File: src/rtl/regfile_wb_arbiter.sv
// rtl/regfile_wb_arbiter.sv - register-file write-port arbiter with pending-write scoreboard
module regfile_wb_arbiter #(
   parameter int DATA_W       = 32,
   parameter int ADDR_W       = 5,
   parameter int STARVE_LIMIT = 4
) (
   input  logic                      clk,
   input  logic                      rst,
   input  logic [2:0]                req_valid,
   input  logic [3*ADDR_W-1:0]       req_addr,
   input  logic [3*DATA_W-1:0]       req_data,
   output logic [2:0]                req_ready,
   input  logic                      issue_valid,
   input  logic [ADDR_W-1:0]         issue_addr,
   input  logic [ADDR_W-1:0]         rd_addr1,
   input  logic [ADDR_W-1:0]         rd_addr2,
   output logic                      hazard1,
   output logic                      hazard2,
   output logic [(1<<ADDR_W)-1:0]    busy,
   output logic                      rf_we,
   output logic [ADDR_W-1:0]         rf_waddr,
   output logic [DATA_W-1:0]         rf_wdata,
   output logic                      err_reissue
);

   localparam logic [3:0] LIM = 4'(STARVE_LIMIT);

   logic [3:0]              cnt1, cnt2;
   logic                    boost1, boost2;
   logic [2:0]              grant;
   logic [ADDR_W-1:0]       sel_addr;
   logic [DATA_W-1:0]       sel_data;
   logic [(1<<ADDR_W)-1:0]  busy_nxt;
   logic                    issue_set;

   assign boost1    = req_valid[1] && (cnt1 == LIM);
   assign boost2    = req_valid[2] && (cnt2 == LIM);
   assign issue_set = issue_valid && (issue_addr != '0);

   // Boosted requesters preempt the fixed 0 > 1 > 2 order; 1 wins a double boost.
   always_comb begin
      grant = 3'b000;
      if (rst)               grant = 3'b000;
      else if (boost1)       grant = 3'b010;
      else if (boost2)       grant = 3'b100;
      else if (req_valid[0]) grant = 3'b001;
      else if (req_valid[1]) grant = 3'b010;
      else if (req_valid[2]) grant = 3'b100;
   end

   assign req_ready = grant;

   always_comb begin
      sel_addr = req_addr[0 +: ADDR_W];
      sel_data = req_data[0 +: DATA_W];
      if (grant[1]) begin
         sel_addr = req_addr[ADDR_W +: ADDR_W];
         sel_data = req_data[DATA_W +: DATA_W];
      end else if (grant[2]) begin
         sel_addr = req_addr[2*ADDR_W +: ADDR_W];
         sel_data = req_data[2*DATA_W +: DATA_W];
      end
   end

   // Clear first so a same-cycle issue to the same register keeps it pending.
   always_comb begin
      busy_nxt = busy;
      if (grant[1] || grant[2])
         busy_nxt[sel_addr] = 1'b0;
      if (issue_set)
         busy_nxt[issue_addr] = 1'b1;
      busy_nxt[0] = 1'b0;
   end

   always_ff @(posedge clk) begin
      if (rst) begin
         rf_we       <= 1'b0;
         rf_waddr    <= '0;
         rf_wdata    <= '0;
         busy        <= '0;
         err_reissue <= 1'b0;
         cnt1        <= 4'd0;
         cnt2        <= 4'd0;
      end else begin
         rf_we <= (grant != 3'b000) && (sel_addr != '0);
         if ((grant != 3'b000) && (sel_addr != '0)) begin
            rf_waddr <= sel_addr;
            rf_wdata <= sel_data;
         end
         busy <= busy_nxt;
         if (issue_set && busy[issue_addr])
            err_reissue <= 1'b1;

         if (!req_valid[1] || grant[1]) cnt1 <= 4'd0;
         else if (cnt1 != LIM)          cnt1 <= cnt1 + 4'd1;
         if (!req_valid[2] || grant[2]) cnt2 <= 4'd0;
         else if (cnt2 != LIM)          cnt2 <= cnt2 + 4'd1;
      end
   end

   assign hazard1 = !rst && (rd_addr1 != '0) && busy[rd_addr1];
   assign hazard2 = !rst && (rd_addr2 != '0) && busy[rd_addr2];

endmodule
File: config.mk
export PLATFORM = sky130hd
export DESIGN_NAME = regfile_wb_arbiter
export DESIGN_NICKNAME = d
export VERILOG_FILES = /design/src/rtl/regfile_wb_arbiter.sv
export SDC_FILE = /design/constraint.sdc
export NUM_CORES = 1
export LEC_CHECK = 0
export ABC_AREA = 1
export ABC_CLOCK_PERIOD_IN_PS = 3800
export CAP_MARGIN = 15
export CORE_ASPECT_RATIO = 0.8
export CORE_MARGIN = 4
export CORE_UTILIZATION = 49
export CTS_CLUSTER_DIAMETER = 30
export DETAILED_ROUTE_END_ITERATION = 7
export GPL_TIMING_DRIVEN = 0
export HOLD_SLACK_MARGIN = 0.02
export PLACE_DENSITY = 0.88
export SYNTH_ARGS = -nofsm -noshare
export SYNTH_HDL_FRONTEND = slang
export SYNTH_SLANG_ARGS = --single-unit
File: constraint.sdc
create_clock -name clk -period 3.8 [get_ports clk]
set_input_delay 0.57 -clock clk [delete_from_list [all_inputs] [get_ports clk]]
set_output_delay 0.57 -clock clk [all_outputs]
set_load 0.02 [all_outputs]
==> flow_summary.ini, run 1 <==
[run_status]
status = finished clean

[critical_path]
worst-r2r-cell-count = 14
crit_path_max_incr_delay_ns = 0.73
ff2ff_setup_slack_ns = 1.29
crit_path_max_fanout = 10
crit_buf_inv = 5
worstReg2RegStart = cnt1[0]$_SDFFE_PP0P_
worstPathCellList = clkdlybuf4s50_1 > inv_1 > nor2_1 > nand2_2 > nand2_2 > nand2_4 > inv_2 > clkbuf_1 > clkdlybuf4s50_1
worstPathRequired_ns = 3.23
arrival_ns = 2.94
cpMaxStageDelayCell = clkdlybuf4s50_1
startpoint_type = primary input
criticalPathCategory = in2out
critPathTopFamily = buffers and inverters
r2r-end = rf_wdata[5]$_SDFFE_PP0P_
endpoint_kind = primary output

[power]
p_sw_uw = 777
ir_worst_vdd_uv = 272
pwr-share-clk_pct = 37.8
leakagePower_nw = 3.12
pwr_density_cell_mw_per_mm2 = 333
netSwitchingFraction_pct = 29.1
power_frac_seq_pct = 34.4
combPwrFrac_pct = 27.8
p_int_mw = 1.89

[floorplanning]
core.rowCount = 34
die_h_um = 102
start_util_pct = 50.1
chipWidth_um = 126
die-area_mm2 = 0.0129
core_mm2 = 0.0109
pin_count = 208

[clock_network]
cts_buffers = 9
cts_tree = built
cts_max_path_buffers = 2
post_cts_resized = 0
path_clk_slew_ns = 0.06
htreeDepth = 3
clockRootBuffer = clkbuf_16
postCtsHoldBufs = 0
clk_latency_ns = 0.34
postCtsSetupBuffers = 0
cts_num_sinks = 78

[logic_synthesis]
synth.net_count = 970
synth_edf_count = 0
synth.avg_cell_area_um2 = 6.54
synth-seq-cells = 78
synth_area_mm2 = 0.00545
synth_top_area_share_pct = 28.6
ys_top_cells_by_area = dfxtp_1, nand2_1, a21oi_1
synth_common_cells = nand2_1, a21oi_1, dfxtp_1, nor2_1, nand3_1
synth_top_cell_by_area = dfxtp_1
synth-main-ff-cell = dfxtp_1
ys_seq_area_share_pct = 28.6
ys_types = 41
syn_inst = 834
yosysMostFrequentCell = nand2_1
synthArstFlopShare_pct = 0
synth.yosys.warnings = 0

[finish]
layout-drive-gt1-share_pct = 11.6
area_delta_synth_final_pct = 47.0
final_core_util_pct = 73.6
n_antenna_cell = 0
final_nets = 1184

[global_route]
grt_max_degree = 13
grtUsageTotal_pct = 31.3
grt_pass1_vias = 6124
antenna_found_initial = 0
grt_pass1_wl_mm = 32.1
overflow = 0

[hold_path]
min_to = err_reissue$_SDFFE_PP0P_
hp-class = reg2reg
hold_start = err_reissue$_SDFFE_PP0P_
hold_depth = 2

[detailed_routing]
drc = 0
wl_per_cell_um = 17.3
via_per_inst = 5.52
routed_wl_mm = 20.7
drt-initial-drc-count = 870
postRouteAntennaNets = 0
dr_total_vias = 6607
firstDrtPassIters = 7

[timing]
layout_min_cycle_time_ns = 3.51
slew_headroom_pct = 56.0
setup_viol = 0
hold_viol = 0
rsz0062_at_grt = no
max_freq_mhz = 285
drv_slew = 0
tns_ns = 0
whs_ns = 0.467
period_share_pct = 92.3
worst_pin_slew_ns = 0.658
clock_skew_ns = 0.00591

[place]
portBuffers = 203
place_hpwl_mm = 16.2
globalplace.congestion = 1.00

[job]
max_cap_violations = 0
## worst max path at each step
stage | from | end | slack (ns) | cells after the start
6_report | req_valid[1] | req_ready[1] | 0.29 | 9
5_1_grt | rd_addr2[0] | hazard2 | 0.17 | 9
4_1_cts | req_valid[1] | req_ready[1] | 0.31 | 9
3_5_place_dp | req_valid[1] | req_ready[1] | 0.30 | 9
3_3_place_gp | req_valid[1] | req_ready[1] | 0.37 | 9
2_1_floorplan | rd_addr1[0] | hazard1 | 1.14 | 7
## cells by family (layout without fill, tap and decap cells)
logic type / count (synthesis) / count (layout) / share of synthesized area [%]
and+or+nand+nor: 469 / 469 / 42.7
AOI/OAI and AO/OA: 176 / 176 / 17.9
buffers and inverters: 102 / 321 / 9.04
DFF: 78 / 78 / 28.6
adders and majority gates: 4 / 4 / 0.918
xor gates and xnor gates: 2 / 2 / 0.321
muxes: 2 / 2 / 0.367
other: 1 / 1 / 0.0688
## layout make-up
type,instances,area (um^2)
plain buffers,43,264
clock buffers,13,260
clock inverters,3,90.1
fillers,915,2870
inverters,59,229
multi-input cells,654,3400
flip-flops and latches,78,1560
well taps,144,180
repair buffers,203,2030
## layout by cell type, fill, tap and decap left out, types with 26 or more instances in the layout
cell type        count
nand2_1            240
a21oi_1            112
clkbuf_1            26
nor2_2              31
clkdlybuf4s50_1    203
inv_1               51
nor2_1              70
nand3_1             67
dfxtp_1             78
nor2_4              31
o21ai_0             36
## through the flow
stage / cells / instance area, um^2 / worst slack [ns] / power (mW)
finish: 1197 / 8020 / 0.293 / 2.67
global route: 1197 / 8020 / 0.167 / 2.78
CTS: 1197 / 8020 / 0.311 / 2.67
detailed placement: 1181 / 7670 / 0.297 / 1.67
global placement: 1181 / 7670 / 0.371 / 1.65
floorplan: 834 / 5450 / 1.14 / 1.33
## layer usage
layer  vias up  global-route usage, %  share of wire [%]
li1       3158                      -                  -
met4         0                   9.48                2.7
met5         -                      0                  0
met1      3008                   41.8                 41
met3        49                   7.84                 10
met2       392                   50.5                 46
## worst register-to-register path, stage by stage, from the launching register on
cell     delay (ns)
dfxtp_1        0.39
inv_1          0.08
ha_1           0.26
nand4_2        0.15
nand2_4        0.08
inv_4          0.10
nand2_8        0.06
buf_8          0.14
buf_2          0.19
o21ai_0        0.48
nor2_1         0.11
a21oi_1        0.15
nand3_1        0.09
nand2_1        0.08
nor2_2         0.04
## flip-flops by register name, summed over array words and instances, names as in the netlist
name / count
rf_wdata: 32
busy: 31
rf_waddr: 5
cnt1: 4
cnt2: 4
err_reissue: 1
rf_we: 1
## power groups by stage
stage,Sequential [mW],Combinational (mW),Clock [mW]
CTS,0.916,0.739,1.02
global placement,0.931,0.721,0
finish,0.917,0.743,1.01
floorplan,0.980,0.354,0
detailed placement,0.933,0.733,0
global route,0.921,0.798,1.06
No activity file was read; power rests on OpenSTA's default activity.
==> inputs of run 2 (changes only) <==
--- a/config.mk
+++ b/config.mk
@@ -6,16 +6,16 @@
 export NUM_CORES = 1
 export LEC_CHECK = 0
 export ABC_AREA = 1
-export ABC_CLOCK_PERIOD_IN_PS = 3800
+export ABC_CLOCK_PERIOD_IN_PS = 3000
 export CAP_MARGIN = 15
 export CORE_ASPECT_RATIO = 0.8
 export CORE_MARGIN = 4
-export CORE_UTILIZATION = 49
+export CORE_UTILIZATION = 41
 export CTS_CLUSTER_DIAMETER = 30
 export DETAILED_ROUTE_END_ITERATION = 7
 export GPL_TIMING_DRIVEN = 0
 export HOLD_SLACK_MARGIN = 0.02
-export PLACE_DENSITY = 0.88
+export PLACE_DENSITY = 0.78
 export SYNTH_ARGS = -nofsm -noshare
 export SYNTH_HDL_FRONTEND = slang
 export SYNTH_SLANG_ARGS = --single-unit
==> constraint.sdc (replaced) <==
create_clock -name clk -period 3 [get_ports clk]
set_input_delay 0.45 -clock clk [delete_from_list [all_inputs] [get_ports clk]]
set_output_delay 0.45 -clock clk [all_outputs]
set_load 0.02 [all_outputs]
==> flow_summary.ini, run 2 (synthesis results as in run 1) <==
[timing]
worst_pin_slew_ns = 0.677
slew_headroom_pct = 54.7
period_share_pct = 93.9
layout_min_cycle_time_ns = 2.82
setup_viol = 0
setup_ws_ns = 0.183
max_freq_mhz = 355
clock_skew_ns = 0.00766
drv_slew = 0
hold_viol = 0
rsz0062_at_grt = no

[clock_network]
cts_max_path_buffers = 2
cts_num_sinks = 78
cts_buffers = 9
path_clk_slew_ns = 0.06
htreeDepth = 3
clockRootBuffer = clkbuf_16
cts_tree = built
clk_latency_ns = 0.34

[floorplanning]
die_h_um = 111
start_util_pct = 42.1
chipWidth_um = 137
core_mm2 = 0.0130
core.rowCount = 37
die-area_mm2 = 0.0152
pin_count = 208

[global_route]
grtUsageTotal_pct = 26.2
grt_pass1_vias = 5761
grt_max_degree = 17
antenna_found_initial = 0
overflow = 0
grt_pass1_wl_mm = 31.6

[hold_path]
hp-class = in2reg
hold_start = rst

[detailed_routing]
via_per_inst = 5.26
postRouteAntennaNets = 0
wl_met2_mm = 9.30
firstDrtPassIters = 5
drc = 0
dr_total_vias = 6468
drt-initial-drc-count = 494
routed_wl_mm = 20.5
wl_met1_mm = 9.15
top_layer = met4
wl_per_cell_um = 16.7
met3_length_mm = 1.70

[power]
leakagePower_nw = 3.13
ir_worst_vdd_uv = 312
pwr_density_cell_mw_per_mm2 = 405
power.total_mw = 3.25

[finish]
reg_top3 = rf_wdata (32), busy (31), rf_waddr (5)
final_core_util_pct = 62.0
layout_commonest_cell = nand2_1
final_nets = 1185
n_antenna_cell = 0
final_area_mm2 = 0.00804
layout-drive-gt1-share_pct = 12.1
fillers = 1184
mostFrequentLayoutCells = nand2_1, clkdlybuf4s50_1, a21oi_1
top_register = rf_wdata
area_delta_synth_final_pct = 47.4
largest_reg_flops = 32

[critical_path]
cp-startpoint = cnt2[0]$_SDFFE_PP0P_
worstReg2RegStart = cnt2[0]$_SDFFE_PP0P_
criticalPathCategory = reg2out
worstPathRequired_ns = 2.55
startpoint_type = flip-flop
crit_path_max_fanout = 16
arrival_ns = 2.37
endpoint_kind = primary output

[place]
globalplace.congestion = 0.977
dp_slack_ns = -0.131
place_hpwl_mm = 16.4
postPlaceCellArea_mm2 = 0.00770
portBuffers = 203

[job]
max_cap_violations = 0

[run_status]
status = finished clean
==> run 2: critical path: stages, from the launching register on <==
cell and delay (ns):
dfxtp_1 0.39, inv_1 0.09, ha_1 0.24, nand4_2 0.15, nand2_2 0.08, nand2_2 0.08
nand2_4 0.08, inv_2 0.23, clkdlybuf4s50_1 0.68
==> run 2: per-layer routing <==
layer / vias up / track usage (%)
li1: 3161 / -
met2: 272 / 39.6
met4: 0 / 5.39
met3: 34 / 4.49
met1: 3001 / 38.9
met5: - / 0
==> run 2: worst paths after layout <==
kind,endpoint,slack [ns],cells past startpoint
worst min-delay path,rf_waddr[2]$_SDFFE_PP0P_,0.43,2
worst max-delay path,req_ready[1],0.18,8
worst min register to register,rf_waddr[1]$_SDFFE_PP0P_,0.47,2
worst max register to register,rf_wdata[31]$_SDFFE_PP0P_,0.30,13
==> run 2: area by class of cell <==
class,count,area [um^2],share of cell area [%]
Clock buffer,11,233,2.90
Buffer,41,260,3.24
Inverter,59,229,2.85
Clock inverter,5,83.8,1.04
Multi-Input combinational cell,654,3400,42.3
Sequential cell,78,1560,19.4
Timing Repair Buffer,206,2050,25.5
Tap cell,175,219,2.72
==> run 2: where the power goes <==
part	leakage (nW)	total, mW	switching [mW]	internal (mW)
Combinational	2.35	0.935	0.494	0.442
Clock	0.146	1.16	0.426	0.730
Sequential	0.638	1.16	0.0631	1.10
Total	3.13	3.25	0.983	2.27
==> run 2: through the flow <==
step                      instances  hold WS, ns  setup TNS, ns
after floorplan                 834        0.469              0
after global placement         1212        0.452         -0.283
after detailed placement       1212        0.455         -0.378
after CTS                      1226        0.428              0
after global routing           1229        0.438              0
final                          1229        0.428              0
==> run 2: repair_timing <==
| action | 4_1_cts | 5_1_grt |
|---|---|---|
| pin swaps | 0 | 1 |
| endpoints found under the setup margin | 4 | 2 |
| resized for setup | 5 | 0 |
| setup buffers | 0 | 3 |
| hold buffers | 0 | 0 |
==> inputs of run 3 (changes only) <==
--- a/config.mk
+++ b/config.mk
@@ -6,16 +6,17 @@
 export NUM_CORES = 1
 export LEC_CHECK = 0
 export ABC_AREA = 1
-export ABC_CLOCK_PERIOD_IN_PS = 3000
 export CAP_MARGIN = 15
+export CELL_PAD_IN_SITES_DETAIL_PLACEMENT = 0
+export CELL_PAD_IN_SITES_GLOBAL_PLACEMENT = 2
 export CORE_ASPECT_RATIO = 0.8
 export CORE_MARGIN = 4
-export CORE_UTILIZATION = 41
+export CORE_UTILIZATION = 21
 export CTS_CLUSTER_DIAMETER = 30
 export DETAILED_ROUTE_END_ITERATION = 7
 export GPL_TIMING_DRIVEN = 0
 export HOLD_SLACK_MARGIN = 0.02
-export PLACE_DENSITY = 0.78
+export PLACE_DENSITY_LB_ADDON = 0.1
 export SYNTH_ARGS = -nofsm -noshare
 export SYNTH_HDL_FRONTEND = slang
 export SYNTH_SLANG_ARGS = --single-unit
==> flow_summary.ini, run 3 (synthesis results as in run 1) <==
[global_route]
grtUsageTotal_pct = 16.6
grt_pass1_vias = 6295
grt_pass1_wl_mm = 37.2
antenna_found_initial = 1
overflow = 0
grt_max_degree = 17

[place]
postPlaceCellArea_mm2 = 0.00793
place_hpwl_mm = 19.5
globalplace.congestion = 0.818
portBuffers = 203
dp_cells = 1388

[timing]
clock_skew_ns = 0.00687
drv_slew = 0
period_share_pct = 94.2
setup_viol = 0
rsz0062_at_grt = yes
worst_pin_slew_ns = 0.848
tns_ns = 0
max_freq_mhz = 354
slew_headroom_pct = 43.3
hold_viol = 0
layout_min_cycle_time_ns = 2.83

[run_status]
status = finished clean

[critical_path]
arrival_ns = 2.38
startpoint_type = primary input
criticalPathCategory = in2out
endpoint_kind = primary output
crit_path_max_fanout = 16
worstPathRequired_ns = 2.55

[finish]
area_delta_synth_final_pct = 51.8
top_register = rf_wdata
layout-drive-gt1-share_pct = 12.7
n_antenna_cell = 0
final_area_mm2 = 0.00828
instances_no_fill = 1404
mostFrequentLayoutCells = nand2_1, clkdlybuf4s50_1, a21oi_1
final_nets = 1184
final_core_util_pct = 32.5
largest_reg_flops = 32
reg_top3 = rf_wdata (32), busy (31), rf_waddr (5)
layout_commonest_cell = nand2_1

[detailed_routing]
wl_met1_mm = 12.0
top_layer = met5
met3_length_mm = 1.61
postRouteAntennaNets = 0
drt-initial-drc-count = 253
firstDrtPassIters = 5
wl_met2_mm = 10.2
dr_total_vias = 6235
via_per_inst = 4.44
wl_per_cell_um = 17.1
routed_wl_mm = 24.1
drc = 0

[floorplanning]
die-area_mm2 = 0.0286
pin_count = 208
die_h_um = 152
core.rowCount = 52
start_util_pct = 21.4
chipWidth_um = 188
core_mm2 = 0.0254

[power]
combPwrFrac_pct = 28.5
pwr-share-clk_pct = 37.1
leakagePower_nw = 3.15
p_sw_mw = 1.04
p_int_mw = 2.31
netSwitchingFraction_pct = 31.1
power.total_mw = 3.36
pwr_density_cell_mw_per_mm2 = 405
ir_worst_vdd_uv = 271
power_frac_seq_pct = 34.4

[clock_network]
path_clk_slew_ns = 0.07
postCtsHoldBufs = 0
cts_buffers = 9
clk_latency_ns = 0.35
cts_tree = built
clockRootBuffer = clkbuf_16
cts_num_sinks = 78
htreeDepth = 3
cts_max_path_buffers = 2

[hold_path]
hp-class = in2reg

[job]
max_cap_violations = 0
## run 3: stage by stage
stage | setup slack, ns | hold WS (ns)
after global placement | -0.416 | 0.452
final | 0.174 | 0.451
after CTS | 0.0545 | 0.441
after detailed placement | -0.418 | 0.457
after floorplan | 0.582 | 0.469
after global routing | -0.0612 | 0.450
## run 3: metal layers
| layer | GRT usage, % | vias to the layer above |
|---|---|---|
| li1 | - | 3150 |
| met1 | 23.8 | 2893 |
| met2 | 24.7 | 172 |
| met3 | 4.86 | 18 |
| met4 | 3.39 | 2 |
| met5 | 0 | - |
## run 3: repair_timing
action                     CTS  global route
pin swaps                    0             1
setup endpoints to repair    4            12
gates resized for setup      9             8
buffers inserted             0             2
## run 3: worst paths after layout
path                             from                  endpoint  slack, ns  cells after the start
max reg2reg      cnt2[0]$_SDFFE_PP0P_       busy[16]$_SDFF_PP0_       0.24                     13
max                      req_valid[2]              req_ready[1]       0.17                      7
min                               rst  rf_waddr[2]$_SDFFE_PP0P_       0.45                      2
min reg2reg  rf_waddr[2]$_SDFFE_PP0P_  rf_waddr[2]$_SDFFE_PP0P_       0.47                      2
## run 3: final cells by class
| cell class | count | area, um^2 |
|---|---|---|
| tap | 351 | 439 |
| clock buffer | 11 | 253 |
| timing repair buffer | 205 | 2040 |
| buffer | 41 | 265 |
| fill | 2820 | 17200 |
| clock inverter | 5 | 81.3 |
| multi-input combinational | 654 | 3410 |
| sequential | 78 | 1560 |
| inverter | 59 | 230 |
## run 3: worst max-delay path: stages
cell and delay (ns):
clkdlybuf4s50_1 0.54, nand4_2 0.20, nand2_2 0.12, nand2_2 0.06, nand2_4 0.11, clkinv_2 0.25, clkdlybuf4s50_1 0.64
## run 3: power by group through the flow
stage / logic, mW / registers [mW] / clock network, mW
3_5_place_dp: 0.963 / 1.18 / 0
4_1_cts: 0.967 / 1.16 / 1.29
6_report: 0.956 / 1.15 / 1.25
3_3_place_gp: 0.972 / 1.18 / 0
5_1_grt: 1.05 / 1.16 / 1.33
2_1_floorplan: 0.449 / 1.24 / 0
